--- src/rtl/mem_bus_arbiter.sv ---
// Two-master round-robin arbiter in front of a single memory port (IDLE/BUSY/RESP FSM).
// Optional BUSY watchdog enabled by defining MEM_BUS_ARBITER_TIMEOUT_EN.
module mem_bus_arbiter #(
    parameter int TIMEOUT_CYCLES = 16
) (
    input  logic        clock,
    input  logic        reset,
    input  logic        m0_req,
    input  logic        m0_write,
    input  logic [31:0] m0_addr,
    input  logic [31:0] m0_wdata,
    output logic [31:0] m0_rdata,
    output logic        m0_ack,
    input  logic        m1_req,
    input  logic        m1_write,
    input  logic [31:0] m1_addr,
    input  logic [31:0] m1_wdata,
    output logic [31:0] m1_rdata,
    output logic        m1_ack,
    output logic        s_req,
    output logic        s_write,
    output logic [31:0] s_addr,
    output logic [31:0] s_wdata,
    input  logic [31:0] s_rdata,
    input  logic        s_ack,
    output logic        err
);

    typedef enum logic [1:0] {IDLE, BUSY, RESP} state_t;

    generate
        if (TIMEOUT_CYCLES < 2 || TIMEOUT_CYCLES > 255) begin : g_bad_timeout
            $error("TIMEOUT_CYCLES must be in 2..255");
        end
    endgenerate

    state_t      state;
    logic        owner;
    logic        last_grant;
    logic        cmd_write;
    logic [31:0] cmd_addr;
    logic [31:0] cmd_wdata;
    logic        grant_m1;
    logic        ack_now;
    logic        timeout_hit;

`ifdef MEM_BUS_ARBITER_TIMEOUT_EN
    logic [7:0]  timer;
    logic        err_q;
`endif

    assign s_write = cmd_write;
    assign s_addr  = cmd_addr;
    assign s_wdata = cmd_wdata;

    // M1 wins when it is the only requester, or on a tie when M0 was granted last.
    always_comb begin
        grant_m1    = m1_req && (!m0_req || !last_grant);
        ack_now     = (state == BUSY) && s_ack;
        timeout_hit = 1'b0;
`ifdef MEM_BUS_ARBITER_TIMEOUT_EN
        timeout_hit = (state == BUSY) && !s_ack && (timer == 8'(TIMEOUT_CYCLES - 1));
`endif
    end

    always_ff @(posedge clock or posedge reset) begin
        if (reset) begin
            state      <= IDLE;
            owner      <= 1'b0;
            last_grant <= 1'b1;
            cmd_write  <= 1'b0;
            cmd_addr   <= '0;
            cmd_wdata  <= '0;
            m0_rdata   <= '0;
            m1_rdata   <= '0;
            m0_ack     <= 1'b0;
            m1_ack     <= 1'b0;
            s_req      <= 1'b0;
`ifdef MEM_BUS_ARBITER_TIMEOUT_EN
            timer      <= '0;
            err_q      <= 1'b0;
`endif
        end else begin
            m0_ack <= 1'b0;
            m1_ack <= 1'b0;
`ifdef MEM_BUS_ARBITER_TIMEOUT_EN
            err_q  <= 1'b0;
`endif
            case (state)
                IDLE: begin
                    if (m0_req || m1_req) begin
                        owner      <= grant_m1;
                        last_grant <= grant_m1;
                        cmd_write  <= grant_m1 ? m1_write : m0_write;
                        cmd_addr   <= grant_m1 ? m1_addr  : m0_addr;
                        cmd_wdata  <= grant_m1 ? m1_wdata : m0_wdata;
                        s_req      <= 1'b1;
                        state      <= BUSY;
`ifdef MEM_BUS_ARBITER_TIMEOUT_EN
                        timer      <= '0;
`endif
                    end
                end
                BUSY: begin
                    // Writes never touch rdata on a normal completion.
                    if (ack_now && !cmd_write) begin
                        if (owner) m1_rdata <= s_rdata;
                        else       m0_rdata <= s_rdata;
                    end
`ifdef MEM_BUS_ARBITER_TIMEOUT_EN
                    if (timeout_hit) begin
                        if (owner) m1_rdata <= 32'hDEAD_BEEF;
                        else       m0_rdata <= 32'hDEAD_BEEF;
                        err_q <= 1'b1;
                    end else if (!s_ack) begin
                        timer <= timer + 8'd1;
                    end
`endif
                    if (ack_now || timeout_hit) begin
                        s_req  <= 1'b0;
                        m0_ack <= ~owner;
                        m1_ack <= owner;
                        state  <= RESP;
                    end
                end
                RESP: begin
                    state <= IDLE;
                end
                default: begin
                    state <= IDLE;
                end
            endcase
        end
    end

`ifdef MEM_BUS_ARBITER_TIMEOUT_EN
    assign err = err_q;
`else
    assign err = 1'b0;
`endif

endmodule

--- config.mk ---
export PLATFORM = sky130hd
export DESIGN_NAME = mem_bus_arbiter
export DESIGN_NICKNAME = d
export VERILOG_FILES = /design/src/rtl/mem_bus_arbiter.sv
export SDC_FILE = /design/constraint.sdc
export NUM_CORES = 1
export LEC_CHECK = 0
export CAP_MARGIN = 20
export CORE_MARGIN = 3
export CORE_UTILIZATION = 36
export DETAILED_ROUTE_END_ITERATION = 16
export GPL_TIMING_DRIVEN = 0
export PLACE_DENSITY_LB_ADDON = 0.3
export SETUP_SLACK_MARGIN = 0.4
export SYNTH_ARGS = -nofsm -noshare
export SYNTH_HDL_FRONTEND = slang
export SYNTH_SLANG_ARGS = --single-unit
--- constraint.sdc ---
create_clock -name clock -period 4.4 [get_ports clock]
set_input_delay 0.44 -clock clock [delete_from_list [all_inputs] [get_ports clock]]
set_output_delay 0.44 -clock clock [all_outputs]
set_load 0.005 [all_outputs]
==> out/summary.txt, run 1 <==
WL/cell: 17.6 microns
Final setup vio count: 0
Worst hold path type: flop to flop
Max stage delay cell, worst path: clkdlybuf4s50_1
CTS tree: done
Die Height: 133 microns
Sequential area share after synthesis: 58.9%
IO Port Bufs: 298
Setup TNS: 0 ns
Max-Slew Margin vs Limit: 52.2%
CP peak stage delay: 0.58 ns
Clock transition at path regs: 0.06 ns
Syn avg cell area: 11.0 sq um
Crit end category: primary output
Fin. max-slew vios: 0
Hold WS: 0.474 ns
Fin. Hold Viols: 0
Clock power frac: 22.4%
Ant diodes: 0
Logic pwr share: 43.0%
Mapped cell area: 0.00578 sq mm
Cell area power density: 666 mW/mm^2
Sink Count: 136
Global Route Usage Sum: 21.8%
Period minus WS final: 1.90 ns
Nets: 1011
RD Place Congestion: 0.818
First-pass GRT wire length: 30.7 mm
Worst Tran Pin Value: 0.716 ns
Sw Share: 30.7%
Internal power: 4.47 mW
VDD IR max: 0.000294 V
Critical Path Fanout Max: 4
DP Wirelength: 14.6 mm
EDFF count, synth: 0
Placed cell areas: 0.00909 sq mm
DRC violations left: 0
Leading area contributor after synthesis: dfrtp_1
Initial antenna violation count: 0
Clock latency on the worst-skew pair: 0.41 ns
Cell row count: 45
Post-CTS setup buffers: 0
Syn Inst Count: 524
Die X: 133 microns
Yosys cell types: 25
Largest net degree at the start of global routing: 44
Post-DRT Antenna Nets: 0
CP Buf/Inv Count: 1
Pre-CTS WS: 2.22 ns
Syn-to-layout area delta: 67.7%
Grt total ovfl: 0
Drt initial violations: 231
Fin Clk Skew: 0.00847 ns
Final WS setup: 2.50 ns
Crit path arrival time: 1.46 ns
Vias in the first global route: 5716
Synth cell count leaders: dfrtp_1 (135), nand2_1 (133), a21oi_1 (66), a31oi_1 (66), mux2_2 (57)
Final worst path period share: 43.2%
CTS Buffer Depth: 2
Routed WL: 18.8 mm
Area of the die: 0.0176 sq mm
Share of cells above drive strength 1: 14.7%
Drt first pass iters: 4
Ys flop type: dfrtp_1
CP top delay family: buffers and inverters
Core ar.: 0.0154 sq mm
RSZ-0062 raised after global routing: no
Critical-path cell list: clkdlybuf4s50_1
TritonCTS buffer count: 17
Design area: 0.00968 sq mm
P_sw: 1.98 mW
Count leader, synth: dfrtp_1
Post-CTS Hold Buffers: 0
Total number of yosys warnings: 0
Post-Syn Nets: 691
Area contributors post-synth: dfrtp_1 (58%), mux2_2 (11%), nand2_1 (8.6%), a31oi_1 (7.1%), a21oi_1 (5.7%)
H-tree Lvls: 4
Post-synth top area share: 58.5%
I/O pin total: 300
Initial core utilization: 37.4%
Critical path type: flop to primary output
Vias per cell: 5.02
Leak Pwr: 4.07 nW
Status: finished, final reports clean
Max_cap viols: 0
CP startpoint kind: flop
Seq cells post-synth: 136
Worst path required time: 3.96 ns
Peak Freq: 0.526 GHz
DR vias: 5357
Post-cts resize count: 0
Root Buffer: clkbuf_16
Sequential power share: 34.5%
Post-synth ARST share: 100%
==> cell usage in the layout, fill, tap and decap left out <==
| cell type | Yosys | layout |
|---|---|---|
| clkdlybuf4s50_1 | 0 | 298 |
| dfrtp_1 | 135 | 135 |
| nand2_1 | 133 | 133 |
| a21oi_1 | 66 | 66 |
| a31oi_1 | 66 | 66 |
| mux2_2 | 57 | 57 |
| clkbuf_16 | 0 | 17 |
| clkbuf_1 | 16 | 16 |
| buf_4 | 9 | 9 |
| buf_6 | 9 | 9 |
| buf_2 | 9 | 9 |
| mux2_1 | 7 | 7 |
| clkinvlp_4 | 0 | 3 |
| clkinv_2 | 0 | 3 |
| inv_6 | 0 | 3 |
| clkinv_4 | 0 | 3 |
| bufinv_16 | 0 | 3 |
| buf_12 | 0 | 3 |
| and2_1 | 2 | 2 |
| nand3b_4 | 2 | 2 |
| a21bo_2 | 1 | 1 |
| nor2_2 | 1 | 1 |
| or2_0 | 1 | 1 |
| a21boi_1 | 1 | 1 |
| nor3_4 | 1 | 1 |
| nand2b_1 | 1 | 1 |
| o21ai_0 | 1 | 1 |
| inv_2 | 1 | 1 |
| nor2_1 | 1 | 1 |
| a22o_1 | 1 | 1 |
| conb_1 | 1 | 1 |
| dfstp_2 | 1 | 1 |
==> logic make-up after synthesis <==
kind of cell	Yosys count	share of synthesized area, %
compound gates	136	13.4
buf+inv	45	4.87
mux	64	12.5
simple gates	142	10.2
other cells	1	0.0649
flops	136	58.9
==> power by group through the flow <==
| stage | registers [mW] | clock network (mW) | logic, mW |
|---|---|---|---|
| 6_report | 2.23 | 1.45 | 2.78 |
| 5_1_grt | 2.31 | 1.53 | 3.01 |
| 4_1_cts | 2.23 | 1.47 | 2.82 |
| 3_5_place_dp | 2.24 | 0 | 2.81 |
| 3_3_place_gp | 2.21 | 0 | 2.75 |
| 2_1_floorplan | 2.26 | 0 | 1.04 |
==> routing by layer <==
metal	GRT usage, %	wire length, microns	vias to the layer above
met5	0	0	-
met1	25.2	7220	2605
li1	-	-	2473
met4	7.45	335	0
met2	37.9	9610	254
met3	7.34	1620	25
==> path summary, 6_finish.rpt <==
path / cells past startpoint / slack [ns] / startpoint / end
setup / recovery: 1 / 2.50 / s_write$_DFFE_PP0P_ / s_write
hold / removal: 2 / 0.47 / s_req$_DFFE_PP0P_ / s_req$_DFFE_PP0P_
setup reg to reg: 5 / 2.68 / state[0]$_DFFE_PP0P_ / s_addr[2]$_DFFE_PP0P_
hold reg to reg: 2 / 0.47 / s_req$_DFFE_PP0P_ / s_req$_DFFE_PP0P_
max in group asynchronous: 4 / 3.00 / reset / m0_rdata[12]$_DFFE_PP0P_
min in group asynchronous: 2 / 0.50 / reset / s_wdata[30]$_DFFE_PP0P_
==> layout make-up <==
class	count	area, sq um
Timing Repair Buffer	301	3040
Multi-Input combinational cell	343	2090
Clock buffer	17	425
Buffer	43	274
Inverter	2	11.3
Tap cell	211	264
Sequential cell	136	3400
Fill cell	1230	5740
Clock inverter	14	173
==> through the flow <==
step,std cells,power [mW],utilization (%)
5_1_grt,1067,6.85,62.8
4_1_cts,1067,6.53,62.8
3_3_place_gp,1033,4.96,58.5
2_1_floorplan,524,3.29,-
6_report,1067,6.45,62.8
3_5_place_dp,1036,5.06,58.9
==> flip-flops by register name, summed over array words and instances (netlist names) <==
register / count
owner: 1
s_req: 1
m1_ack: 1
m0_ack: 1
last_grant: 1
m0_rdata: 32
s_wdata: 32
s_addr: 32
m1_rdata: 32
s_write: 1
state: 2
Power figures use the tool's default switching activity.
==> run 2: changes to the inputs <==
--- a/config.mk
+++ b/config.mk
@@ -7,7 +7,7 @@
 export LEC_CHECK = 0
 export CAP_MARGIN = 20
 export CORE_MARGIN = 3
-export CORE_UTILIZATION = 36
+export CORE_UTILIZATION = 40
 export DETAILED_ROUTE_END_ITERATION = 16
 export GPL_TIMING_DRIVEN = 0
 export PLACE_DENSITY_LB_ADDON = 0.3
==> constraint.sdc (replaced) <==
create_clock -name clock -period 1.8 [get_ports clock]
set_input_delay 0.18 -clock clock [delete_from_list [all_inputs] [get_ports clock]]
set_output_delay 0.18 -clock clock [all_outputs]
set_load 0.005 [all_outputs]
==> run 2 against run 1 <==
Against the previous run: global-route usage grew 2.2 points; first-iteration DRC count rose by 19%; sequential share of layout area down 2.9 points; via count up 3.4%; design area rose by 8.9%; power grew to 2.6 times the previous value; critical path depth rose by 7; wire length grew 11%; non-clock buffer count grew 42; worst setup slack worse by 2.2 ns; critical path type is now flop to flop; largest power group unchanged.
==> out/summary.txt, run 2 (synthesis results as in run 1) <==
Syn-to-layout area delta: 82.7%
Core ar.: 0.0140 sq mm (-9.3%)
RSZ-0062 raised after global routing: yes
Sink Count: 136 (unchanged)
Post-DRT Antenna Nets: 0 (unchanged)
Initial core utilization: 41.3% (+3.9 points)
Clock latency on the worst-skew pair: 0.41 ns (about the same)
Sw Share: 32.4% (+1.7 points)
VDD IR max: 0.000733 V (+150%)
H-tree Lvls: 4 (unchanged)
Fin. max-slew vios: 0 (unchanged)
Core Util, Final: 75.4% (+13 points)
Internal power: 11.3 mW (+150%)
First-pass GRT wire length: 30.2 mm (-1.6%)
Fin. Hold Viols: 0 (unchanged)
CTS tree: done
WL/cell: 19.3 microns (+9.6%)
Die Height: 126 microns (-4.9%)
Die X: 126 microns (-4.9%)
Final worst path period share: 84.2%
Area of the die: 0.0159 sq mm (-9.6%)
Drt first pass iters: 4 (unchanged)
RD Place Congestion: 0.867 (+6.0%)
IO Port Bufs: 298 (unchanged)
Critical Path Fanout Max: 8 (+4)
Max_cap viols: 0 (unchanged)
Clock power frac: 20.6% (-1.8 points)
CTS Buffer Depth: 2 (unchanged)
Final setup vio count: 0 (unchanged)
Sequential power share: 32.8% (-1.7 points)
Most common cell after layout, fill and taps aside: clkdlybuf4s50_1
Root Buffer: clkbuf_16
Largest net degree at the start of global routing: 48 (+9.1%)
Crit end category: flop
Status: finished, final reports clean
Critical path type: flop to flop
Most used cell, CP: buf_12
Cell row count: 43 (-4.4%)
Clock transition at path regs: 0.06 ns (about the same)
Initial antenna violation count: 0 (unchanged)
CP Buf/Inv Count: 5 (+4)
Pwr Total: 16.7 mW (+160%)
Worst path required time: 2.09 ns (-1.87 ns)
Post-Layout Cell Count: 1080 (+1.2%)
Max stage delay cell, worst path: dfrtp_1
Peak Freq: 0.660 GHz
Fin Clk Skew: 0.00779 ns (-0.000684 ns)
Nets: 1053 (+4.2%)
DRC violations left: 0 (unchanged)
P_sw: 5.40 mW (+170%)
Crit path arrival time: 1.80 ns (+0.34 ns)
CP top delay family: buffers and inverters
Critical-path cell list: buf_4 -> nor2_4 -> buf_6 -> and2_4 -> buf_12 -> buf_12 -> buf_12 -> a31oi_2
Global Route Usage Sum: 24.1% (+2.2 points)
Routed WL: 20.9 mm (+11%)
Placed insts: 1005 (-3.0%)
DR vias: 5537 (+3.4%)
TritonCTS buffer count: 17 (unchanged)
Reg2reg start: state[1]$_DFFE_PP0P_
Vias in the first global route: 5740 (+0.42%)
R2R Setup Slk: 0.28 ns (-2.40 ns)
R2r endpoint: s_addr[7]$_DFFE_PP0P_
Drt initial violations: 276 (+19%)
Worst hold path type: primary input to asynchronous set/reset pin
Cell area power density: 1580 mW/mm^2 (+140%)
DP Wirelength: 14.1 mm (-3.7%)
Share of cells above drive strength 1: 23.0% (+8.3 points)
Grt total ovfl: 0 (unchanged)
Leak Pwr: 4.79 nW (+18%)
Period minus WS final: 1.52 ns
Logic pwr share: 46.6% (+3.6 points)
CP peak stage delay: 0.38 ns (-0.20 ns)
Commonest cells after routing, fill and taps aside: clkdlybuf4s50_1 (165), nand2_1 (133), dfrtp_1 (133), dlygate4sd2_1 (132), a21oi_1 (66)
R2R depth: 8 (+3)
CP startpoint kind: flop
I/O pin total: 300 (unchanged)
Vias per cell: 5.13 (+2.1%)
Setup TNS: 0 ns (unchanged)
-- run 2: worst max-delay path by stage --
stage	from	endpoint	slack, ns	cells after the start
floorplan	reset	m0_ack$_DFF_PP0_	-0.07	1
global placement	reset	s_addr[23]$_DFFE_PP0P_	-1.16	2
detailed placement	m1_req	s_addr[7]$_DFFE_PP0P_	-0.08	6
CTS	state[1]$_DFFE_PP0P_	m0_rdata[29]$_DFFE_PP0P_	0.26	5
global route	state[1]$_DFFE_PP0P_	m0_rdata[25]$_DFFE_PP0P_	0.24	5
finish	state[1]$_DFFE_PP0P_	s_addr[7]$_DFFE_PP0P_	0.28	8
-- run 2: area by class of cell --
type                    instances  area [sq um]
repair buffers                343          3480
fillers                       949          3440
flip-flops and latches        136          3410
multi-input cells             343          2360
plain buffers                  43           469
clock buffers                  18           439
well taps                     180           225
clock inverters                14           148
inverters                       2          13.8
diodes                          1          2.50
-- run 2: power groups by stage --
stage	Combinational, mW	Clock (mW)	Sequential (mW)
2_1_floorplan	2.54	0	5.51
3_3_place_gp	6.69	0	5.39
3_5_place_dp	6.83	0	5.50
4_1_cts	6.48	3.46	5.40
5_1_grt	8.31	3.61	5.65
6_report	7.76	3.43	5.47
-- run 2: metal layers --
metal	global-route usage, %	vias to the layer above	part of all wire (%)
li1	-	2556	-
met1	28.0	2691	38
met2	42.7	258	53
met3	7.42	32	7.4
met4	7.26	0	1.7
met5	0	-	0
-- run 2: metrics by stage --
stage                     area [sq um]  hold slack [ns]  setup slack [ns]
after floorplan                   5780            0.243           -0.0723
after global placement            8990            0.463             -1.16
after detailed placement          9050            0.478           -0.0809
after CTS                         9860           0.0343             0.264
after global routing             10500           0.0614             0.239
final                            10600           0.0478             0.284
-- run 2: repair_timing --
item                                    in CTS  in global routing
setup buffers                               21                  8
endpoints found under the setup margin     254                128
pin swaps                                    2                  4
hold buffers                                 0                  0
cloned                                       3                 10
gates resized for setup                    177                103
==> run 3: changes to the inputs <==
==> constraint.sdc (replaced) <==
create_clock -name clock -period 1.4 [get_ports clock]
set_input_delay 0.14 -clock clock [delete_from_list [all_inputs] [get_ports clock]]
set_output_delay 0.14 -clock clock [all_outputs]
set_load 0.005 [all_outputs]
==> run 3 against run 2 <==
Against the previous run: the run now ends with negative setup slack left; sequential share of layout area is 1.8 points lower; via count increased by 11%; core utilization rose by 4.5 points; global-route usage is 2.6 points higher; register-to-register slack worse by 0.49 ns; worst hold slack improved by 0.073 ns; clock power rose by 34%; design area up 5.9%; power is 45% higher; clock skew down 0.0024 ns; critical path type unchanged; critical endpoint is now s_wdata[0]$_DFFE_PP0P_; largest cell class unchanged; largest power group unchanged.
==> out/summary.txt, run 3 (synthesis results as in run 1) <==
Status: finished with violations
Failing checks: negative setup slack
Multi-input gate area: 0.00274 sq mm (+16%)
Max-Slew Margin vs Limit: 54.0%
Core ar.: 0.0140 sq mm (unchanged)
Post-CTS Hold Buffers: 0 (unchanged)
Worst path required time: 1.68 ns (-0.41 ns)
Initial antenna violation count: 0 (unchanged)
I/O pin total: 300 (unchanged)
Final WS setup: -0.202 ns (-0.486 ns)
Reg2reg start: state[1]$_DFFE_PP0P_
Fin. max-slew vios: 0 (unchanged)
Syn-to-layout area delta: 93.5%
Fill cells: 838 (-12%)
Worst hold path type: primary input to flop
Fin Clk Skew: 0.00541 ns (-0.00238 ns)
Grt total ovfl: 0 (unchanged)
Most common cell after layout, fill and taps aside: clkdlybuf4s50_1
VDD IR max: 0.00112 V (+52%)
DR vias: 6156 (+11%)
Crit path arrival time: 1.89 ns (+0.09 ns)
Drt initial violations: 306 (+11%)
Critical Path Fanout Max: 6 (-2)
Clock latency on the worst-skew pair: 0.41 ns (about the same)
Nets: 1123 (+6.6%)
WL/cell: 20.7 microns (+7.2%)
Hold wc startpoint: m0_req
Area of the die: 0.0159 sq mm (unchanged)
DRC violations left: 0 (unchanged)
Cell row count: 43 (unchanged)
Largest net degree at the start of global routing: 45 (-6.3%)
Die X: 126 microns (unchanged)
Cell area power density: 2170 mW/mm^2 (+37%)
Drt first pass iters: 5 (+1)
Die Height: 126 microns (unchanged)
Core Util, Final: 79.9% (+4.5 points)
RD Place Congestion: 0.821 (-5.3%)
CP startpoint kind: flop
R2r endpoint: s_wdata[0]$_DFFE_PP0P_
Hold Crit Depth: 2
Final setup vio count: 129 (+129)
Initial core utilization: 41.3% (unchanged)
Final worst path period share: 114% (+30 points)
CTS tree: done
Pwr Total: 24.2 mW (+45%)
Leak Pwr: 5.08 nW (+6.0%)
Routed WL: 23.8 mm (+14%)
RSZ-0062 raised after global routing: yes
Crit end category: flop
Post-DRT Antenna Nets: 0 (unchanged)
Share of cells above drive strength 1: 44.6% (+22 points)
R2R depth: 8 (unchanged)
Global Route Usage Sum: 26.7% (+2.6 points)
Vias in the first global route: 6159 (+7.3%)
Period minus WS final: 1.60 ns (+0.0862 ns)
Clock transition at path regs: 0.06 ns (about the same)
TritonCTS buffer count: 17 (unchanged)
Worst Tran Pin Value: 0.688 ns
Max_cap viols: 0 (unchanged)
Ant diodes: 0 (-1)
Critical path type: flop to flop
Vias per cell: 5.36 (+4.5%)
R2R Setup Slk: -0.20 ns (-0.49 ns)
CTS Buffer Depth: 2 (unchanged)
Worst setup path startpoint: state[1]$_DFFE_PP0P_
First-pass GRT wire length: 33.5 mm (+11%)
Sink Count: 136 (unchanged)
H-tree Lvls: 4 (unchanged)
Root Buffer: clkbuf_16
Peak Freq: 0.624 GHz (-5.4%)
Commonest cells after routing, fill and taps aside: clkdlybuf4s50_1 (165), dfrtp_1 (134), nand2_1 (130), buf_2 (127), buf_4 (93)
Fin. Hold Viols: 0 (unchanged)
DP Wirelength: 14.5 mm (+2.9%)
Worst Hold End: last_grant$_DFFE_PP1P_
IO Port Bufs: 298 (unchanged)
Reg area: 0.00341 sq mm (about the same)
[run 3: timing repair]
item                       4_1_cts  5_1_grt
setup buffers                   57       43
pin swaps                        7       38
hold endpoints to repair         0        0
gates cloned                    10        2
setup endpoints to repair      265      265
resized for setup              586       57
[run 3: layer usage]
layer  GRT usage, %  routed length [microns]  vias up
li1               -                        -     2702
met1           30.8                     8640     3054
met4           10.2                      777        0
met2           47.4                    12600      343
met3           6.83                     1750       57
met5              0                        0        -
[run 3: cell type report]
type                       count  area share [%]
timing repair buffer         413            32.2
sequential                   136            30.5
multi-input combinational    343            24.5
buffer                        43            5.30
clock buffer                  18            3.84
tap                          180            2.02
clock inverter                14            1.56
inverter                       2           0.123
[run 3: worst max-delay path, stage by stage, from the launching register on]
cell and delay, ns:
dfrtp_1 0.40, buf_6 0.12, buf_6 0.11, nor2_4 0.14
and2_4 0.20, buf_12 0.15, buf_12 0.12, buf_8 0.13
a31oi_1 0.11
[run 3: worst max-delay path by stage]
stage	endpoint	slack [ns]	cells after the start
CTS	m0_rdata[5]$_DFFE_PP0P_	-0.15	5
detailed placement	m0_rdata[13]$_DFFE_PP0P_	-0.48	5
global placement	s_addr[25]$_DFFE_PP0P_	-1.62	2
floorplan	m0_ack$_DFF_PP0_	-0.43	1
finish	s_wdata[0]$_DFFE_PP0P_	-0.20	8
global route	s_wdata[7]$_DFFE_PP0P_	-0.24	8
[run 3: metrics by stage]
| step | TNS (ns) | area [sq um] | setup slack, ns | hold slack, ns | instances |
|---|---|---|---|---|---|
| final | -13.87 | 11200 | -0.202 | 0.121 | 1149 |
| after global routing | -19.99 | 11200 | -0.236 | 0.119 | 1149 |
| after CTS | -9.31 | 10300 | -0.146 | 0.102 | 1104 |
| after detailed placement | -47.12 | 9340 | -0.482 | 0.485 | 1005 |
| after global placement | -260.93 | 9280 | -1.62 | 0.466 | 1002 |
| after floorplan | -60.77 | 6070 | -0.432 | 0.203 | 524 |
[run 3: power breakdown]
part           total, mW  internal, mW  switching [mW]
sequential          7.04          5.90            1.14
combinational       12.5          7.37            5.18
clock               4.61          2.82            1.80
total               24.2          16.1            8.12
